[config.mk]
export PLATFORM = sky130hd
export DESIGN_NAME = alu_div_seq
export DESIGN_NICKNAME = d
export VERILOG_FILES = /design/src/rtl/alu_pkg.sv /design/src/rtl/alu_div_seq.sv
export SDC_FILE = /design/constraint.sdc
export NUM_CORES = 1
export LEC_CHECK = 0
export ABC_AREA = 1
export CAP_MARGIN = 10
export CORE_UTILIZATION = 56
export DETAILED_ROUTE_END_ITERATION = 10
export PLACE_DENSITY = 0.84
export SLEW_MARGIN = 30
export SYNTH_ARGS = -nofsm -noshare
export SYNTH_HDL_FRONTEND = slang
export SYNTH_SLANG_ARGS = --single-unit
[constraint.sdc]
create_clock -name clk -period 14.2 [get_ports clk]
set_input_delay 4.26 -clock clk [delete_from_list [all_inputs] [get_ports clk]]
set_output_delay 4.26 -clock clk [all_outputs]
set_load 0.01 [all_outputs]
[src/rtl/alu_pkg.sv]
// Shared ALU definitions: operation codes, divide op encoding and divider FSM states.
package alu_pkg;

  // ALU operation codes driven on alu_ctrl
  localparam logic [3:0] ALU_ADD  = 4'd0;
  localparam logic [3:0] ALU_SUB  = 4'd1;
  localparam logic [3:0] ALU_SLL  = 4'd2;
  localparam logic [3:0] ALU_SLT  = 4'd3;
  localparam logic [3:0] ALU_SLTU = 4'd4;
  localparam logic [3:0] ALU_XOR  = 4'd5;
  localparam logic [3:0] ALU_SRL  = 4'd6;
  localparam logic [3:0] ALU_OR   = 4'd7;
  localparam logic [3:0] ALU_AND  = 4'd8;

  // RV32M divide flavours, encoded as funct3[1:0]
  typedef enum logic [1:0] {
    DIV  = 2'd0,
    DIVU = 2'd1,
    REM  = 2'd2,
    REMU = 2'd3
  } div_op_e;

  typedef enum logic [2:0] {
    ST_IDLE,
    ST_NEG_A,
    ST_NEG_B,
    ST_CMP,
    ST_SUB,
    ST_NEG_Q,
    ST_NEG_R,
    ST_DONE
  } div_state_e;

  // DIV and REM treat their operands as two's complement
  function automatic logic div_is_signed(input logic [1:0] op);
    return ~op[0];
  endfunction

endpackage

[src/rtl/alu_div_seq.sv]
// Restoring divider that borrows the shared ALU for every compare, subtract and
// negation. Operands are made positive first, the quotient/remainder signs are
// fixed up at the end.
module alu_div_seq
  import alu_pkg::*;
#(
  parameter int XLEN = 32
) (
  input  logic            clk,
  input  logic            rst,
  input  logic            req_valid,
  output logic            req_ready,
  input  logic [1:0]      req_op,
  input  logic [XLEN-1:0] req_a,
  input  logic [XLEN-1:0] req_b,
  output logic            resp_valid,
  input  logic            resp_ready,
  output logic [XLEN-1:0] resp_data,
  output logic [XLEN-1:0] alu_src1,
  output logic [XLEN-1:0] alu_src2,
  output logic [3:0]      alu_ctrl,
  output logic            alu_ext,
  input  logic [XLEN-1:0] alu_out
);

  localparam logic [XLEN-1:0] ALL_ONES = {XLEN{1'b1}};
  localparam logic [XLEN-1:0] MIN_NEG  = {1'b1, {(XLEN-1){1'b0}}};

  div_state_e      state_q, state_d;
  logic [1:0]      op_q, op_d;
  logic            a_neg_q, a_neg_d;     // signed op with negative dividend
  logic            b_neg_q, b_neg_d;     // signed op with negative divisor
  logic [XLEN-1:0] dvd_q, dvd_d;         // dividend magnitude
  logic [XLEN-1:0] dsr_q, dsr_d;         // divisor magnitude
  logic [XLEN-1:0] rem_q, rem_d;
  logic [XLEN-1:0] quo_q, quo_d;
  logic            ge_q, ge_d;           // partial remainder >= divisor
  logic [4:0]      cnt_q, cnt_d;         // current quotient bit index

  logic [XLEN-1:0] rem_shift;
  logic            req_signed;

  // State and datapath registers, cleared asynchronously so an abort leaves no trace
  always_ff @(posedge clk or posedge rst) begin
    if (rst) begin
      state_q <= ST_IDLE;
      op_q    <= 2'd0;
      a_neg_q <= 1'b0;
      b_neg_q <= 1'b0;
      dvd_q   <= '0;
      dsr_q   <= '0;
      rem_q   <= '0;
      quo_q   <= '0;
      ge_q    <= 1'b0;
      cnt_q   <= 5'd0;
    end else begin
      state_q <= state_d;
      op_q    <= op_d;
      a_neg_q <= a_neg_d;
      b_neg_q <= b_neg_d;
      dvd_q   <= dvd_d;
      dsr_q   <= dsr_d;
      rem_q   <= rem_d;
      quo_q   <= quo_d;
      ge_q    <= ge_d;
      cnt_q   <= cnt_d;
    end
  end

  assign rem_shift  = {rem_q[XLEN-2:0], dvd_q[cnt_q]};
  assign req_signed = div_is_signed(req_op);

  // Next-state, ALU issue and handshake outputs
  always_comb begin
    state_d    = state_q;
    op_d       = op_q;
    a_neg_d    = a_neg_q;
    b_neg_d    = b_neg_q;
    dvd_d      = dvd_q;
    dsr_d      = dsr_q;
    rem_d      = rem_q;
    quo_d      = quo_q;
    ge_d       = ge_q;
    cnt_d      = cnt_q;
    req_ready  = 1'b0;
    resp_valid = 1'b0;
    resp_data  = '0;
    alu_ctrl   = ALU_ADD;
    alu_src1   = '0;
    alu_src2   = '0;
    alu_ext    = 1'b0;

    case (state_q)
      ST_IDLE: begin
        req_ready = 1'b1;
        if (req_valid) begin
          op_d    = req_op;
          a_neg_d = req_signed & req_a[XLEN-1];
          b_neg_d = req_signed & req_b[XLEN-1];
          dvd_d   = req_a;
          dsr_d   = req_b;
          cnt_d   = 5'(XLEN - 1);
          ge_d    = 1'b0;
          if (req_b == '0) begin
            quo_d   = ALL_ONES;
            rem_d   = req_a;
            state_d = ST_DONE;
          end else if (req_signed && req_a == MIN_NEG && req_b == ALL_ONES) begin
            quo_d   = MIN_NEG;
            rem_d   = '0;
            state_d = ST_DONE;
          end else begin
            quo_d   = '0;
            rem_d   = '0;
            state_d = ST_NEG_A;
          end
        end
      end
      ST_NEG_A: begin
        alu_ctrl = ALU_SUB;
        alu_src2 = dvd_q;
        if (a_neg_q) dvd_d = alu_out;
        state_d = ST_NEG_B;
      end
      ST_NEG_B: begin
        alu_ctrl = ALU_SUB;
        alu_src2 = dsr_q;
        if (b_neg_q) dsr_d = alu_out;
        state_d = ST_CMP;
      end
      ST_CMP: begin
        // A bit shifted out of rem means rem' exceeds any 32-bit divisor
        alu_ctrl = ALU_SLTU;
        alu_src1 = rem_shift;
        alu_src2 = dsr_q;
        rem_d    = rem_shift;
        ge_d     = rem_q[XLEN-1] | ~alu_out[0];
        state_d  = ST_SUB;
      end
      ST_SUB: begin
        alu_ctrl = ALU_SUB;
        alu_src1 = rem_q;
        alu_src2 = dsr_q;
        if (ge_q) rem_d = alu_out;
        quo_d[cnt_q] = ge_q;
        if (cnt_q == 5'd0) begin
          state_d = ST_NEG_Q;
        end else begin
          cnt_d   = cnt_q - 5'd1;
          state_d = ST_CMP;
        end
      end
      ST_NEG_Q: begin
        alu_ctrl = ALU_SUB;
        alu_src2 = quo_q;
        if (a_neg_q ^ b_neg_q) quo_d = alu_out;
        state_d = ST_NEG_R;
      end
      ST_NEG_R: begin
        alu_ctrl = ALU_SUB;
        alu_src2 = rem_q;
        if (a_neg_q) rem_d = alu_out;
        state_d = ST_DONE;
      end
      ST_DONE: begin
        resp_valid = 1'b1;
        resp_data  = op_q[1] ? rem_q : quo_q;
        if (resp_ready) state_d = ST_IDLE;
      end
      default: state_d = ST_IDLE;
    endcase
  end

endmodule
==> results.rst <==
.. list-table::
   :header-rows: 1

   * - Metric
     - Value
   * - Detailed-placement wirelength estimate
     - 29600 um
   * - Total Routed Length
     - 42600 um
   * - Worst min-delay path class
     - register to register
   * - Post-synthesis sequential area ratio
     - 0.361
   * - Reported net switching power
     - 1.67 mW
   * - Endpoints failing setup
     - 0
   * - Transition at the pin with the smallest max-transition slack
     - 1.04 ns
   * - Layout cells sized above 1
     - 0.0544
   * - Setup repair after global routing missed its margin
     - false
   * - Clock skew after layout
     - 0.0102 ns
   * - Flip-flop and latch count after synthesis
     - 140
   * - Row cnt
     - 47
   * - Die Footprint
     - around 18000 um^2
   * - Remaining design rule violation count
     - 0
   * - CTS HTree Levels
     - 4
   * - Antenna violations before repair
     - 3
   * - Global router's overall resource usage
     - 0.486
   * - Sort of element at the end of the critical path
     - output port
   * - Power density over cell area
     - 267 nW/um^2
   * - Worst voltage drop across the vdd grid
     - 0.000331 V
   * - Post-route design area
     - 12300 um^2
   * - Largest net degree at the start of global routing
     - 72
   * - Total Nets Final
     - approximately 1600
   * - Final-report max-slew violation count
     - 0
   * - CTS tree
     - built
   * - Post-synthesis cell count
     - 1395
   * - Routed vias
     - 11672
   * - Width of the die
     - between 100 and 150 um
   * - Synth Area per Inst
     - 6.96 um^2
   * - Cell leakage power
     - ~5.3 nW
   * - Clk sink count
     - 140
   * - Drt initial violations
     - 1641
   * - Final critical delay including setup and external delays
     - 7.70 ns
   * - Peak clock frequency supported by timing
     - 130 MHz
   * - # port buffers
     - ~200
   * - Post-synthesis to final-layout area growth
     - 26.3%
   * - Antenna Violating Nets Remaining
     - 0
   * - Total number of yosys warnings
     - 0
   * - Mapped Area
     - 9720 um^2
   * - Post-Route Utilization
     - 0.732
   * - Count of different cell masters after synthesis
     - 40
   * - Ratio of routed vias to standard cells
     - approximately 6.6
   * - Vertical extent of the die
     - 134 um
   * - Switch share
     - 0.511
   * - Portion of total power attributed to the clock network
     - 0.139
   * - TritonRoute pass-1 iters
     - 6
   * - Kind of start point of the critical path
     - register
   * - Max-capacitance violation count
     - 0
   * - Maximum root-to-sink buffer count
     - 2
   * - Comb pwr share
     - 0.627
   * - Final worst path period share
     - 0.542
   * - Endpoint arrival time on the critical path
     - 3.44 ns
   * - Clock-pin slew reported for the worst setup and hold paths after clock tree synthesis
     - 0.06 ns
   * - Final Wtd Congestion
     - 1.03
   * - Post-CTS setup-driven buffer insertion count
     - 0
   * - Max Fanout on Critical Path
     - 17
   * - Overall power consumption
     - between 3 and 4 mW
   * - Run status
     - completed
   * - Drt wl/cell
     - between 20 and 25 um
   * - Hold violation count in the final report
     - 0
   * - Total placed instance area
     - 11700 um^2
   * - Area of the core
     - 16800 um^2
   * - Number of global-route vias before repair
     - 10794
   * - Sequential group share of total power
     - 0.234
   * - Setup tns final
     - 0 ns
   * - Effective utilization at floorplan
     - 0.580
   * - Critical setup path kind
     - register to output port
   * - Skew-Pair Late Insertion Delay
     - about 0.44 ns
   * - Number of top-level pins
     - just over 200
   * - GRT overflow
     - 0
   * - Root Buffer Master
     - sky130_fd_sc_hd__clkbuf_16
   * - Filler cell count
     - between 1000 and 1500
   * - Resized Gates After CTS
     - 0
   * - CP required
     - 9.94 ns
   * - Number of clock buffers inserted by TritonCTS
     - 17
   * - Cell internal pwr
     - 1.60 mW
   * - Wire length of the first global-routing pass
     - 64500 um
   * - Max-slew headroom at the worst pin
     - 0.308
   * - Total of hold buffers inserted after clock tree synthesis
     - 0
logic make-up (layout without fill, tap and decap cells):
logic type	count (synthesis)	in the layout	share of synthesized area
buf+inv	289	435	0.120
compound gates	416	416	0.280
fa+ha+maj	4	4	0.00515
other cells	1	4	0.000386
flops	140	140	0.361
simple gates	544	544	0.233
xor+xnor	1	1	0.000902
cell type report:
type / instances / area (um^2) / area share
multi-input cells: 968 / 5070 / 0.414
inverters: 191 / 722 / 0.0588
repair buffers: 212 / 2100 / 0.171
clock buffers: 20 / 467 / 0.0380
well taps: 220 / 275 / 0.0224
diodes: 1 / 2.50 / 0.000204
flip-flops and latches: 140 / 3500 / 0.286
clock inverters: 12 / 128 / 0.0104
metrics by stage:
step,setup slack [ns],cells,hold WS [ns]
final,6.50,1764,0.524
after detailed placement,6.80,1731,0.507
after global routing,6.34,1763,0.554
after CTS,6.66,1763,0.522
after global placement,6.85,1731,0.500
after floorplan,6.19,1397,0.464
flip-flops by register name, summed over array words and instances (netlist names):
name,cells
quo_q,32
ge_q,1
dvd_q,32
op_q,1
rem_q,32
a_neg_q,1
dsr_q,32
state_q,3
cnt_q,5
b_neg_q,1
power by group through the flow:
stage | Combinational (mW) | Clock (mW) | Sequential, mW
final | 2.06 | 0.456 | 0.765
after global routing | 2.19 | 0.470 | 0.781
after CTS | 1.98 | 0.454 | 0.752
after detailed placement | 1.97 | 0 | 0.758
after global placement | 1.94 | 0 | 0.752
after floorplan | 1.25 | 0 | 0.694
placed cells by master (no fill, tap or decap), drive strengths merged, types with 32 or more instances in the layout:
cell type / n
clkdlybuf4s50: 201
a22oi: 32
nand3: 122
o21ai: 125
a21oi: 36
o211ai: 54
nand2: 257
dfrtp: 140
inv: 194
nor2: 155
o22ai: 80
Yosys cell counts:
cell	number	area share
sky130_fd_sc_hd__a22oi_1	32	0.025
sky130_fd_sc_hd__o21ai_1	18	0.0093
sky130_fd_sc_hd__a2bb2oi_2	10	0.015
sky130_fd_sc_hd__nand3_2	1	0.0010
sky130_fd_sc_hd__a2bb2oi_1	4	0.0036
sky130_fd_sc_hd__nor2_4	2	0.0023
sky130_fd_sc_hd__inv_2	11	0.0042
sky130_fd_sc_hd__or2_2	1	0.00064
sky130_fd_sc_hd__o21bai_1	3	0.0023
sky130_fd_sc_hd__nand4_1	5	0.0032
sky130_fd_sc_hd__clkbuf_1	48	0.019
sky130_fd_sc_hd__a21oi_1	35	0.018
sky130_fd_sc_hd__conb_1	1	0.00039
sky130_fd_sc_hd__ha_1	4	0.0052
sky130_fd_sc_hd__xor2_1	1	0.00090
sky130_fd_sc_hd__nand3b_1	1	0.00077
sky130_fd_sc_hd__buf_2	31	0.016
sky130_fd_sc_hd__o2111ai_1	16	0.014
sky130_fd_sc_hd__o22ai_1	79	0.051
sky130_fd_sc_hd__buf_1	10	0.0039
sky130_fd_sc_hd__buf_6	2	0.0023
sky130_fd_sc_hd__o21ai_0	106	0.055
sky130_fd_sc_hd__dfrtp_1	140	0.36
sky130_fd_sc_hd__nand2_4	1	0.0012
sky130_fd_sc_hd__inv_1	178	0.069
sky130_fd_sc_hd__a31oi_1	20	0.013
sky130_fd_sc_hd__nor2_1	150	0.058
sky130_fd_sc_hd__a211oi_1	31	0.024
sky130_fd_sc_hd__nand3_1	121	0.062
sky130_fd_sc_hd__nor2_2	3	0.0019
sky130_fd_sc_hd__buf_4	7	0.0054
sky130_fd_sc_hd__nor3_1	3	0.0015
sky130_fd_sc_hd__nand2_1	252	0.097
sky130_fd_sc_hd__nand2_2	4	0.0026
sky130_fd_sc_hd__clkinv_1	2	0.00077
sky130_fd_sc_hd__o211ai_1	54	0.042
sky130_fd_sc_hd__o21ai_4	1	0.0017
sky130_fd_sc_hd__a21oi_2	1	0.00090
sky130_fd_sc_hd__o22ai_2	1	0.0013
sky130_fd_sc_hd__o22a_1	5	0.0045
worst max-delay path, cell delays in order, from the launching register on:
cell	delay [ns]
sky130_fd_sc_hd__dfrtp_1	0.57
sky130_fd_sc_hd__inv_2	0.12
sky130_fd_sc_hd__nand2_2	0.14
sky130_fd_sc_hd__inv_1	0.07
sky130_fd_sc_hd__a21oi_2	0.60
sky130_fd_sc_hd__inv_1	0.47
sky130_fd_sc_hd__o21ai_0	0.42
sky130_fd_sc_hd__clkdlybuf4s50_1	0.61
layer usage:
layer,wire length [um],global-route usage,up-vias
met5,32,0,-
met4,3740,0.379,4
met3,5650,0.150,241
met2,18100,0.708,1019
met1,15000,0.599,5366
li1,-,-,5042
final timing paths:
| kind | cells after the start | endpoint | from | slack (ns) |
|---|---|---|---|---|
| setup / recovery | 7 | alu_src2[9] | state_q[2]$_DFFE_PP0P_ | 6.50 |
| hold / removal | 2 | b_neg_q$_DFFE_PP0P_ | b_neg_q$_DFFE_PP0P_ | 0.52 |
| setup reg to reg | 9 | rem_q[15]$_DFFE_PP0P_ | state_q[1]$_DFFE_PP0P_ | 10.58 |
| hold reg to reg | 2 | b_neg_q$_DFFE_PP0P_ | b_neg_q$_DFFE_PP0P_ | 0.52 |
| max in group asynchronous | 3 | op_q[1]$_DFFE_PP0P_ | rst | 8.76 |
| min in group asynchronous | 2 | rem_q[5]$_DFFE_PP0P_ | rst | 4.29 |
Note: power is estimated with default switching activity, not from simulation.
